==> src/rtl/uart_rx_fifo.sv <==
// UART receive FIFO: FWFT buffer of {break, frame_error, data} with sticky overflow.
// Optional registered level flag rx_thresh is enabled by defining UART_RX_FIFO_THRESH_EN.
module uart_rx_fifo #(
    parameter int DEPTH     = 16,
    parameter int THRESHOLD = 8
) (
    input  logic                       clk,
    input  logic                       rst_n,
    input  logic [7:0]                 wr_data,
    input  logic                       wr_valid,
    input  logic                       wr_frame_error,
    input  logic                       wr_break_valid,
    input  logic                       rd_en,
    output logic [7:0]                 rd_data,
    output logic                       rd_frame_error,
    output logic                       rd_break,
    output logic                       empty,
    output logic                       full,
    output logic [$clog2(DEPTH):0]     count,
    output logic                       overflow,
    input  logic                       clr_overflow,
    output logic                       rx_thresh
);
    localparam int AW = $clog2(DEPTH);
    localparam int CW = AW + 1;
    localparam logic [CW-1:0] CNT_ONE  = CW'(1);
    localparam logic [CW-1:0] CNT_FULL = CW'(DEPTH);
    localparam logic [AW-1:0] PTR_ONE  = AW'(1);

    if ((DEPTH < 2) || ((DEPTH & (DEPTH - 1)) != 0)) begin : g_bad_depth
        $error("uart_rx_fifo: DEPTH must be a power of two >= 2");
    end
    if ((THRESHOLD < 1) || (THRESHOLD > DEPTH)) begin : g_bad_thresh
        $error("uart_rx_fifo: THRESHOLD must be in 1..DEPTH");
    end

    logic [9:0]    mem [DEPTH];
    logic [AW-1:0] wr_ptr;
    logic [AW-1:0] rd_ptr;
    logic [CW-1:0] count_nxt;
    logic [9:0]    wr_entry;
    logic [9:0]    head;
    logic          push;
    logic          pop;
    logic          accept;
    logic          drop;

    assign push   = wr_valid | wr_break_valid;
    assign pop    = rd_en & ~empty;
    // A full FIFO still takes a push when the same cycle frees the head slot.
    assign accept = push & (~full | pop);
    // Coincident pulses keep the break and lose the byte, which counts as a loss.
    assign drop   = (push & ~accept) | (wr_valid & wr_break_valid);
    assign wr_entry = wr_break_valid ? 10'h200 : {1'b0, wr_frame_error, wr_data};

    always_comb begin
        count_nxt = count;
        if (accept && !pop) begin
            count_nxt = count + CNT_ONE;
        end else if (!accept && pop) begin
            count_nxt = count - CNT_ONE;
        end
    end

    always_ff @(posedge clk) begin
        if (accept) begin
            mem[wr_ptr] <= wr_entry;
        end
    end

    always_ff @(posedge clk or negedge rst_n) begin
        if (!rst_n) begin
            wr_ptr   <= '0;
            rd_ptr   <= '0;
            count    <= '0;
            empty    <= 1'b1;
            full     <= 1'b0;
            overflow <= 1'b0;
        end else begin
            if (accept) begin
                wr_ptr <= wr_ptr + PTR_ONE;
            end
            if (pop) begin
                rd_ptr <= rd_ptr + PTR_ONE;
            end
            count <= count_nxt;
            empty <= (count_nxt == '0);
            full  <= (count_nxt == CNT_FULL);
            if (drop) begin
                overflow <= 1'b1;
            end else if (clr_overflow) begin
                overflow <= 1'b0;
            end
        end
    end

`ifdef UART_RX_FIFO_THRESH_EN
    localparam logic [CW-1:0] CNT_THRESH = CW'(THRESHOLD);

    always_ff @(posedge clk or negedge rst_n) begin
        if (!rst_n) begin
            rx_thresh <= 1'b0;
        end else begin
            rx_thresh <= (count_nxt >= CNT_THRESH);
        end
    end
`else
    assign rx_thresh = 1'b0;
`endif

    assign head           = empty ? 10'h000 : mem[rd_ptr];
    assign rd_break       = head[9];
    assign rd_frame_error = head[8];
    assign rd_data        = head[7:0];

endmodule

==> config.mk <==
export PLATFORM = sky130hd
export DESIGN_NAME = uart_rx_fifo
export DESIGN_NICKNAME = d
export VERILOG_FILES = /design/src/rtl/uart_rx_fifo.sv
export SDC_FILE = /design/constraint.sdc
export NUM_CORES = 1
export LEC_CHECK = 0
export ABC_AREA = 1
export CAP_MARGIN = 15
export CORE_MARGIN = 3
export CORE_UTILIZATION = 54
export CTS_BUF_LIST = sky130_fd_sc_hd__clkbuf_4 sky130_fd_sc_hd__clkbuf_8 sky130_fd_sc_hd__clkbuf_16
export CTS_CLUSTER_DIAMETER = 150
export CTS_CLUSTER_SIZE = 30
export DETAILED_ROUTE_END_ITERATION = 12
export PLACE_DENSITY = 0.76
export SYNTH_ARGS = -nofsm -noshare
export SYNTH_HDL_FRONTEND = slang
export SYNTH_SLANG_ARGS = --single-unit
==> constraint.sdc <==
create_clock -name clk -period 1.95 [get_ports clk]
set_clock_uncertainty 0.2 [all_clocks]
set_input_delay 0.39 -clock clk [delete_from_list [all_inputs] [get_ports clk]]
set_output_delay 0.39 -clock clk [all_outputs]
set_load 0.01 [all_outputs]
==> results_dict.tcl <==
set metrics [dict create \
    status "complete, but fails checks" \
    failed_checks "setup timing" \
    gp_congestion 0.8835 \
    dpl_cell_area_sq_um 8635 \
    fin_ws_ps -739.8 \
    crit_arrival_ps 2100 \
    rsz0062_at_grt "true" \
    antenna_found_initial 0 \
    crit_path_end_kind "output port" \
    path_class "reg -> out" \
    synth.avg_cell_area_sq_um 11.29 \
    synth_top_area_cell "edfxtp_1" \
    routed_via_density 5.852 \
    p_sw_frac 0.3803 \
    mostFrequentLayoutCells "160 x edfxtp_1, 141 x nor2_1, 63 x o21ai_1, 56 x buf_4, 37 x nand2_1" \
    synth_flop_cell "edfxtp_1" \
    io_pins 34 \
    p_switching_w 0.006139 \
    hold-worst-slack_ps 103.3 \
    power_density_nw_per_um2 1618 \
    ys_seq_area_frac 0.6900 \
    p_leak_nw 3.804 \
    ir_drop_mv 0.9777 \
    core_area_sq_um 13450 \
    drtIter0Drc 885 \
    stdcell_area_sq_um 9975 \
    clkLatencyLatePin_ps 420 \
    cap_viol_max_count 0 \
    hp-class "in -> async" \
    rows 42 \
    pre_cts_slack_ps -617.1 \
    combPwrFrac 0.482 \
    hold_viol_final 0 \
    synth_top_area_frac 0.6368 \
    final_max_slew_viol_count 0 \
    clockPowerShare 0.204 \
    cts_sinks 176 \
    wirelength_microns 21170 \
    async_flop_share 0.09091 \
    h-tree-depth 4 \
    grt_pass1_wl_microns 31230 \
    setup.worst_path.start_class "register" \
    cts_root_buf "clkbuf_16" \
    fillers 786 \
    nets 808 \
    ys_ff_latch 176 \
    fmax_mhz 371.8 \
    synthTopCellsByArea "edfxtp_1 64%, nor2_1 8.7%, dfrtp_1 5.0%, o21ai_1 4.4%, nand3_1 3.4%" \
    grt_use_total 0.2619 \
    gr-total-overflow 0 \
    ys_warn_count 0 \
    final_common_cell "edfxtp_1" \
    crit_required_ps 1360 \
    setup-violations-final 10 \
    die_x_microns 124.2 \
    initial_utilization 0.5608 \
    drcViolationCount 0 \
    finalCriticalPeriod_ps 2690 \
    syn_nets 690 \
    p_int_w 0.01000 \
    wl_per_cell_microns 21.71 \
    grt_max_degree 28 \
    tns_ps -6778 \
    area_growth_pct 32.21 \
    cts_tree "done" \
    clkTransAtPathRegs_ps 60 \
    antenna_left 0 \
    clk_path_buf_depth 2 \
    diodes 0 \
    synth.distinct_cells 30 \
    syn_area_sq_um 7545 \
    firstDrtPassIters 5 \
    cp_max_fo 7 \
    syn_inst 668 \
    dieHeight_microns 124.2 \
    vias 5706 \
    first_global_vias 5667 \
    dpl.hpwl_microns 11920 \
    pwr-share-seq 0.314 \
    drive_gt1_frac 0.3054 \
    fin_crit_sh 1.379 \
    die_area_sq_um 15430 \
    cts_made_buffers 17 \
    synth_edf_count 160 \
    numPortBuffers 32 \
]
[path summary, 6_finish.rpt]
check / from / end / slack [ps] / cells after the start
hold reg to reg: overflow / overflow / 410 / 2
min in group clk: clr_overflow / overflow / 400 / 2
max in group asynchronous: rst_n / empty / 1180 / 2
hold / removal: rst_n / count[4] / 100 / 2
setup / recovery: rd_ptr[0] / rd_data[5] / -740 / 10
setup reg to reg: empty / mem[5][5] / 60 / 9
[critical path: stages (launching register included)]
cell and delay (ps):
dfrtp_2 420, buf_12 160, buf_12 150, clkbuf_16 160
nor2_1 150, nor2_1 70, o21ai_1 90, nand3_1 130
nand3_2 140, a21oi_2 70, buf_2 140
[per-stage QoR]
stage               std cells  power (W)    util
finish                    975    0.01614  0.7414
global route              975    0.01688  0.7414
CTS                       964    0.01514  0.7111
detailed placement        919    0.01110  0.6418
global placement          919    0.01087  0.6418
floorplan                 668   0.008584       -
[final cells by class]
cell class,count,area [sq um],area share
Clock buffer,21,461.7,0.04629
Multi-Input combinational cell,413,2311,0.2317
Sequential cell,176,5209,0.5222
Clock inverter,11,116.4,0.01167
Timing Repair Buffer,135,1485,0.1489
Tap cell,176,220.2,0.02208
Inverter,43,171.4,0.01719
[routing by layer]
metal	GRT usage	share of wire
met5	0	0
met4	0.1038	0.046
met3	0.05112	0.080
met2	0.4462	0.51
met1	0.3318	0.36
[power groups by stage]
stage / registers [W] / logic [W] / clock network (W)
2_1_floorplan: 0.00509 / 0.00350 / 0
3_3_place_gp: 0.00514 / 0.00573 / 0
3_5_place_dp: 0.00516 / 0.00594 / 0
4_1_cts: 0.00504 / 0.00677 / 0.00333
5_1_grt: 0.00512 / 0.00829 / 0.00348
6_report: 0.00507 / 0.00777 / 0.00330
[state kept, by name (all words and copies together), names as in the netlist]
| register | count |
|---|---|
| rd_ptr | 4 |
| wr_ptr | 4 |
| mem | 160 |
| count | 5 |
| overflow | 1 |
| empty | 1 |
| full | 1 |
[timing repair]
item	4_1_cts	5_1_grt
pin swaps	26	40
setup endpoints to repair	137	173
cloned	4	6
gates resized for setup	103	86
setup buffers	9	6
hold buffers	0	0
[cells by family after synthesis]
family,count (synthesis),synth area share
compound gates,111,0.07745
xor+xnor,7,0.008126
fa+ha+maj,7,0.01161
buf+inv,79,0.05241
flops,176,0.6901
other cells,1,0.0004970
simple gates,287,0.1599
[synthesized netlist by cell type, types with 8 or more instances]
cell type,number
a21oi_1,17
o21ai_1,66
buf_4,8
edfxtp_1,160
o211ai_1,10
nand3_1,51
inv_1,35
nand2_1,46
nor2_1,175
buf_2,13
dfrtp_1,15
o21ai_0,17
clkbuf_1,8
Note: power is estimated with default switching activity, not from simulation.
